<file path="config.mk">
export PLATFORM = sky130hd
export DESIGN_NAME = quad_encoder_gen_flat
export DESIGN_NICKNAME = d
export VERILOG_FILES = /design/src/rtl/quad_encoder_gen_if.sv /design/src/rtl/quad_encoder_gen.sv /design/src/flat_wrapper.sv
export SDC_FILE = /design/constraint.sdc
export NUM_CORES = 1
export LEC_CHECK = 0
export BUFFER_PORTS_ARGS = -buffer_cell sky130_fd_sc_hd__buf_2
export CAP_MARGIN = 25
export CORE_ASPECT_RATIO = 0.75
export CORE_MARGIN = 5
export CORE_UTILIZATION = 35
export DETAILED_ROUTE_END_ITERATION = 8
export SLEW_MARGIN = 15
export SYNTH_ARGS = -nofsm -noshare
export SYNTH_HDL_FRONTEND = slang
export SYNTH_SLANG_ARGS = --single-unit
</file>
<file path="constraint.sdc">
create_clock -name clk -period 5.97 [get_ports clk]
set_input_delay 1.194 -clock clk [delete_from_list [all_inputs] [get_ports clk]]
set_output_delay 1.194 -clock clk [all_outputs]
set_load 0.01 [all_outputs]
</file>
<file path="src/rtl/quad_encoder_gen_if.sv">
// Command/observation bundle of the quadrature encoder emulator.
// master = commanding side, slave = the encoder generator.
interface quad_encoder_gen_if;
  logic        enable;
  logic [15:0] speed;
  logic [7:0]  direction;
  logic        outA;
  logic        outB;
  logic [31:0] position;
  logic        window_tick;
  logic [1:0]  quad_state;

  modport master (
    output enable, speed, direction,
    input  outA, outB, position, window_tick, quad_state
  );

  modport slave (
    input  enable, speed, direction,
    output outA, outB, position, window_tick, quad_state
  );
endinterface

</file>
<file path="src/rtl/quad_encoder_gen.sv">
// Quadrature encoder emulator: Bresenham step generator driving an A/B phase FSM,
// commanded once per measurement window in the encoder reader's speed/direction encoding.
module quad_encoder_gen #(
  parameter int WINDOW_CYCLES = 50000,
  parameter int ACC_W         = 32
) (
  input  logic          clk,
  input  logic          reset,
  quad_encoder_gen_if.slave bus
);

  localparam int                WCNT_W    = (WINDOW_CYCLES > 2) ? $clog2(WINDOW_CYCLES) : 1;
  localparam logic [WCNT_W-1:0] WCNT_LAST = WCNT_W'(WINDOW_CYCLES - 1);
  localparam logic [ACC_W:0]    WIN_WIDE  = (ACC_W + 1)'(WINDOW_CYCLES);
  localparam logic [ACC_W-1:0]  WIN_ACC   = ACC_W'(WINDOW_CYCLES);
  localparam logic [31:0]       WIN_32    = 32'(WINDOW_CYCLES);

  typedef enum logic [1:0] {
    DIR_REV  = 2'd0,
    DIR_FWD  = 2'd1,
    DIR_STOP = 2'd2
  } dir_t;

  // State encoding is the {A,B} output pair itself.
  typedef enum logic [1:0] {
    Q00 = 2'b00,
    Q01 = 2'b01,
    Q11 = 2'b11,
    Q10 = 2'b10
  } quad_t;

  logic [WCNT_W-1:0] wcnt;
  logic [ACC_W-1:0]  acc;
  logic [ACC_W-1:0]  speed_q;
  dir_t              dir_q;
  logic [31:0]       position_q;
  quad_t             q_state;
  quad_t             q_next;

  logic              tick;
  logic [31:0]       speed_wide;
  logic [ACC_W-1:0]  speed_clamped;
  dir_t              dir_decoded;
  logic [ACC_W:0]    sum;
  logic              wrap_hit;
  logic              moving;
  logic              step;

  assign tick          = (wcnt == WCNT_LAST);
  assign speed_wide    = 32'(bus.speed);
  assign speed_clamped = (speed_wide > WIN_32) ? WIN_ACC : ACC_W'(speed_wide);
  assign sum           = {1'b0, acc} + {1'b0, speed_q};
  assign wrap_hit      = (sum >= WIN_WIDE);
  // The tick cycle is reserved for the command latch, so it never steps.
  assign moving        = !tick && bus.enable && (dir_q != DIR_STOP);
  assign step          = moving && wrap_hit;

  always_comb begin
    dir_decoded = DIR_STOP;
    case (bus.direction)
      8'd1:    dir_decoded = DIR_FWD;
      8'd0:    dir_decoded = DIR_REV;
      default: dir_decoded = DIR_STOP;
    endcase
  end

  // Window counter free-runs regardless of enable.
  always_ff @(posedge clk or negedge reset) begin
    if (!reset) begin
      wcnt <= '0;
    end else if (tick) begin
      wcnt <= '0;
    end else begin
      wcnt <= wcnt + 1'b1;
    end
  end

  always_ff @(posedge clk or negedge reset) begin
    if (!reset) begin
      speed_q <= '0;
      dir_q   <= DIR_STOP;
    end else if (tick) begin
      speed_q <= speed_clamped;
      dir_q   <= dir_decoded;
    end
  end

  always_ff @(posedge clk or negedge reset) begin
    if (!reset) begin
      acc <= '0;
    end else if (tick) begin
      acc <= '0;
    end else if (moving) begin
      acc <= wrap_hit ? ACC_W'(sum - WIN_WIDE) : sum[ACC_W-1:0];
    end
  end

  always_ff @(posedge clk or negedge reset) begin
    if (!reset) begin
      position_q <= '0;
    end else if (step) begin
      position_q <= (dir_q == DIR_FWD) ? position_q + 32'd1 : position_q - 32'd1;
    end
  end

  always_ff @(posedge clk or negedge reset) begin
    if (!reset) begin
      q_state <= Q00;
    end else begin
      q_state <= q_next;
    end
  end

  // Forward walks 00-01-11-10 (B leads A); reverse walks the same ring backwards.
  always_comb begin
    q_next = q_state;
    if (step) begin
      if (dir_q == DIR_FWD) begin
        case (q_state)
          Q00:     q_next = Q01;
          Q01:     q_next = Q11;
          Q11:     q_next = Q10;
          Q10:     q_next = Q00;
          default: q_next = Q00;
        endcase
      end else begin
        case (q_state)
          Q00:     q_next = Q10;
          Q10:     q_next = Q11;
          Q11:     q_next = Q01;
          Q01:     q_next = Q00;
          default: q_next = Q00;
        endcase
      end
    end
  end

  always_comb begin
    bus.outA        = q_state[1];
    bus.outB        = q_state[0];
    bus.quad_state  = q_state;
    bus.position    = position_q;
    bus.window_tick = tick;
  end

endmodule

</file>
<file path="src/flat_wrapper.sv">
// flat-port wrapper written by rule: the top's interface ports become plain ports
module quad_encoder_gen_flat 
#(
  parameter int WINDOW_CYCLES = 50000,
  parameter int ACC_W         = 32
)
  (clk, reset, bus_enable, bus_speed, bus_direction, bus_outA, bus_outB, bus_position, bus_window_tick, bus_quad_state);
  quad_encoder_gen_if bus_i ();
  input  logic clk;
  input  logic reset;
  input wire logic [$bits(bus_i.enable)-1:0] bus_enable;
  input wire logic [$bits(bus_i.speed)-1:0] bus_speed;
  input wire logic [$bits(bus_i.direction)-1:0] bus_direction;
  output wire logic [$bits(bus_i.outA)-1:0] bus_outA;
  output wire logic [$bits(bus_i.outB)-1:0] bus_outB;
  output wire logic [$bits(bus_i.position)-1:0] bus_position;
  output wire logic [$bits(bus_i.window_tick)-1:0] bus_window_tick;
  output wire logic [$bits(bus_i.quad_state)-1:0] bus_quad_state;
  assign bus_i.enable = bus_enable;
  assign bus_i.speed = bus_speed;
  assign bus_i.direction = bus_direction;
  assign bus_outA = bus_i.outA;
  assign bus_outB = bus_i.outB;
  assign bus_position = bus_i.position;
  assign bus_window_tick = bus_i.window_tick;
  assign bus_quad_state = bus_i.quad_state;
  quad_encoder_gen #(.WINDOW_CYCLES(WINDOW_CYCLES), .ACC_W(ACC_W)) u_core (.clk(clk), .reset(reset), .bus(bus_i));
endmodule
</file>
### Yosys cells after proc, flatten, opt, wreduce, memory -nomap -nowiden

Cells that the tools add are included.

* flip-flop bits (word level): 116
* input bits: 27
* word-level logic and storage cells: 37

* add/subtract/negate cells: 5
* magnitude comparators: 2
* equality and inequality tests: 7
* muxes and demuxes: 10
* reductions and logical operators: 7

Operators by type and width (count)
* 2-to-1 mux 32 bit: 4
* adder 32 x 32 -> 33 bit: 1
* greater-or-equal comparator 33 x 16 -> 1 bit (second input constant): 1
* adder 32 x 1 -> 32 bit (second input constant): 1
* 2-to-1 mux 16 bit: 2
* subtractor 32 x 1 -> 32 bit (second input constant): 1
* subtractor 32 x 16 -> 32 bit (second input constant): 1
* adder 16 x 1 -> 16 bit (second input constant): 1
* == test 16 bit (second input constant): 1
* greater-than comparator 16 bit (second input constant): 1
* one-hot mux 2 bit (4 select lines): 2
* == test 8 x 1 -> 1 bit (second input constant): 1
* logical NOT 8 bit: 1
* == test 2 x 1 -> 1 bit (second input constant): 2
* == test 2 bit (second input constant): 2
* one-hot mux 2 bit (2 select lines): 1
* logical AND 1 bit: 3
* logical NOT 2 bit: 1
* 2-to-1 mux 2 bit: 1
* inequality test 2 bit (second input constant): 1
* nonzero test 2 bit: 1
* logical NOT 1 bit: 1

### Logic depth before layout (Yosys ltp)

* word-level depth: 6
* gate-level depth with buffers: 17
* gate-level depth less buffers: 15

### Worst setup path after synthesis

OpenSTA, ideal clock, no wires.

* kind: register to register
* start: reg u_core.dir_q[1]
* end: reg u_core.position_q[31] (netlist: u_core.bus.position[31])
* setup time: 0.147 ns
* arrival time: 4.444 ns
* data required time: 5.823 ns
* path slack: 1.379 ns
* stages on the path, launching flop included: 16
* buffers on the path: 0
* path through: dfstp_2 -> inv_1 -> nand2_1 -> ha_1 -> a211oi_1 -> o211ai_1 -> a41oi_1 -> o31ai_1 -> and4_1 -> a2111oi_0 -> o21bai_1 -> a41o_1 -> o21ai_0 -> o21bai_1 -> a2111oi_0 -> xor2_1

* word-level cells in the longest chain between the ends: 3
* elaborated cells on any way between the ends: 5
* those cells by class: eq/ne (2); mux (1); reduce/logical (2)

Ends and longest elaborated chain
* start, declared: RTL line quad_encoder_gen.sv:35 `dir_t dir_q;`
* start signal, assigned: RTL line quad_encoder_gen.sv:84 `dir_q <= dir_decoded;`
* inequality test 2 bit: RTL line quad_encoder_gen.sv:55 `assign moving = !tick && bus.enable && (dir_q != DIR_STOP);`
* logical AND 1 bit: RTL line quad_encoder_gen.sv:55
* logical AND 1 bit: RTL line quad_encoder_gen.sv:56 `assign step = moving && wrap_hit;`
* end signal, assigned: RTL line quad_encoder_gen.sv:102 `position_q <= (dir_q == DIR_FWD) ? position_q + 32'd1 : position_q - 32'd1;`
* end, declared: RTL line quad_encoder_gen.sv:36 `logic [31:0] position_q;`

Several ways; a longest one is shown, not always the timed one.
A chain may end at the register's enable or synchronous reset.

### Final worst setup path

Same ends and word-level chain as after synthesis.

==> flow_summary.yaml <==
status:
  status: "completed"
floorplan:
  core_sq_mm: 0.02135
  die_w_microns: 181.0
  die_h_microns: 138.2
  start_util: 0.3594
  dieArea_sq_mm: 0.02502
  num_rows: 46
  pin_count: 64
cells_and_area:
  nets: 1034
  syn_to_final_growth_pct: 11.36
  final_cell_mix: "nand2_1 (119), dfrtp_1 (99), nor2_1 (75)"
  final_common_cell: "nand2_1"
  nFillCells: 2145
  layout-drive-gt1-share: 0.1259
  seq_area_sq_mm: 0.002504
  instances_no_fill: 1249
  fin_area_sq_mm: 0.008547
  multiInputGateArea_sq_mm: 0.004932
  diodes: 0
cts:
  cts_resized: 0
  clkLatencyLatePin_ns: 0.35
  cts_hold_buf: 0
  post-cts-setup-buffers: 0
  cts.path.max_buffers: 2
  h-tree-depth: 3
  cts_buffers: 9
  cts_root_buf: "clkbuf_16"
  cts_sinks: 100
  cts_tree: "done"
  clk_pin_slew_ns: 0.07
placed_design:
  gp_congestion: 0.8800
  port_buffers: 63
  place_inst: 1233
  dpl_cell_area_sq_mm: 0.008255
  hpwlAfterDp_microns: 14400
grt:
  grt_pass1_vias: 6328
  grt_pass1_wl_microns: 32580
  grt_overflow_total: 0
  grt_max_degree: 56
  antenna_found_initial: 0
  grt_util_all_layers: 0.1541
sta:
  rsz0062_at_grt: "false"
  finalMaxSlewViolations: 0
  hold_violations: 0
  timing.hold.ws_ns: 0.4806
  tightestPinTransition_ns: 0.7906
  setup-tns-final_ns: 0
  slew_headroom: 0.4593
  fin_worst_skew_ns: 0.009793
  setup_viol: 0
  max_freq_ghz: 0.1954
  fin_crit_ns: 5.117
  fin_crit_sh: 0.8570
yosys:
  synth_ff_type: "dfrtp_1"
  yosysTopAreaCell: "dfrtp_1"
  ys_warn_count: 0
  synth_nets: 992
  synth_seq_area_share: 0.3262
  syn_area_per_cell_sq_um: 8.397
  syn_inst: 914
  synth_edf_count: 0
  yosysUniqueCellTypes: 78
  synthTopCellsByArea: "dfrtp_1 (32%), ha_1 (8.0%), nand2_1 (5.8%)"
  synth_top_area_share: 0.3228
  syn-cell-area_sq_mm: 0.007675
  synthArstFlopShare: 1.000
  ys_seq_elements: 100
power:
  power_density_mw_per_mm2: 458.5
  p_leak_nw: 3.762
  power.total_mw: 3.919
  ir_worst_vdd_uv: 220.8
setup_path:
  reg2reg_depth: 16
  path_max_fanout: 22
  worstSetupPathType: "register to register"
  worstPathArrival_ns: 5.33
  crit_path_end_kind: "register"
  start_kind: "register"
  required_ns: 6.19
route:
  drt_iter0_drc: 443
  first_pass_iters: 5
  viasPerCell: 5.337
  route.detailed.drc: 0
  antenna_left: 0
  wirelength_microns: 19270
  vias: 6666
  wire_per_inst_microns: 15.43
min_path:
  hold_class: "register to register"
  hold_depth: 2
flow_run:
  drv_cap: 0
## cell usage after synthesis, drive strengths merged, types with 6 or more instances
| cell type | count |
|---|---|
| and2 | 9 |
| xnor2 | 52 |
| a211oi | 9 |
| nor4 | 10 |
| xor2 | 20 |
| buf | 11 |
| ha | 49 |
| mux2i | 14 |
| a21o | 25 |
| a31oi | 11 |
| and4 | 7 |
| nor3 | 25 |
| inv | 19 |
| dfrtp | 99 |
| or2 | 7 |
| nand2b | 15 |
| o21ai | 74 |
| clkbuf | 31 |
| nor2 | 75 |
| and3 | 17 |
| nand4 | 18 |
| o21a | 13 |
| a22o | 8 |
| o211ai | 9 |
| nand3 | 36 |
| or3 | 6 |
| or4 | 6 |
| nand2 | 119 |
| a21oi | 51 |
## flip-flops by register name (all words and copies together) (netlist names)
register               cells
u_core.acc                32
u_core.bus.position       32
u_core.bus.quad_state      2
u_core.dir_q               2
u_core.speed_q            16
u_core.wcnt               16
## metal layers
| metal | track usage | wire length (microns) | vias to the layer above |
|---|---|---|---|
| li1 | - | - | 3406 |
| met2 | 0.2208 | 7923 | 141 |
| met3 | 0.02989 | 960 | 16 |
| met4 | 0.03356 | 200 | 0 |
| met1 | 0.2391 | 10180 | 3103 |
| met5 | 0 | 0 | - |
## cell type report
type,instances,area share
tap,288,0.04216
multi-input combinational,753,0.5771
sequential,100,0.2929
timing repair buffer,73,0.04597
clock buffer,10,0.02796
inverter,19,0.008344
clock inverter,6,0.005563
## through the flow
| step | setup slack (ns) | util |
|---|---|---|
| 2_1_floorplan | 1.379 | - |
| 3_3_place_gp | 0.9493 | 0.3866 |
| 3_5_place_dp | 0.8749 | 0.3866 |
| 5_1_grt | 0.3287 | 0.4003 |
| 6_report | 0.8534 | 0.4003 |
| 4_1_cts | 0.8473 | 0.4000 |
## critical path, cell delays in order, from the launching register on
cell and delay [ns]:
dfstp_2 0.53, inv_1 0.06, nand2_1 0.48, buf_4 0.39, ha_1 0.31, o21ai_0 0.12
o211ai_1 0.18, a41oi_1 0.22, o31ai_1 0.16, and4_1 0.23, a2111oi_0 0.71, o21bai_1 0.19
a41o_1 0.30, o21ai_0 0.36, o21bai_1 0.15, a2111oi_0 0.46, xor2_1 0.13
## power by group
part	switching (mW)	internal (mW)	total, mW
combinational	1.33	0.975	2.30
sequential	0.183	0.861	1.04
clock	0.274	0.298	0.572
## path summary, 6_finish.rpt
kind,startpoint,end,slack [ns]
hold / removal,u_core.speed_q[13],u_core.speed_q[13],0.48
setup / recovery,u_core.dir_q[1],u_core.bus.position[31],0.85
hold reg to reg,u_core.speed_q[13],u_core.speed_q[13],0.48
min in group asynchronous,reset,u_core.acc[14],0.86
max in group asynchronous,reset,u_core.acc[25],3.95
setup reg to reg,u_core.dir_q[1],u_core.bus.position[31],0.85
## kinds of logic after synthesis
logic type               after synthesis  synth area share
XOR/XNOR                              72           0.08412
AND/OR/NAND/NOR                      364            0.2346
flip-flops                           100            0.3262
AO/OA/AOI/OAI                        248            0.2126
adder cells (fa/ha/maj)               51           0.08510
multiplexers                          18           0.02413
buffers and inverters                 61           0.03326
Power figures use the tool's default switching activity.
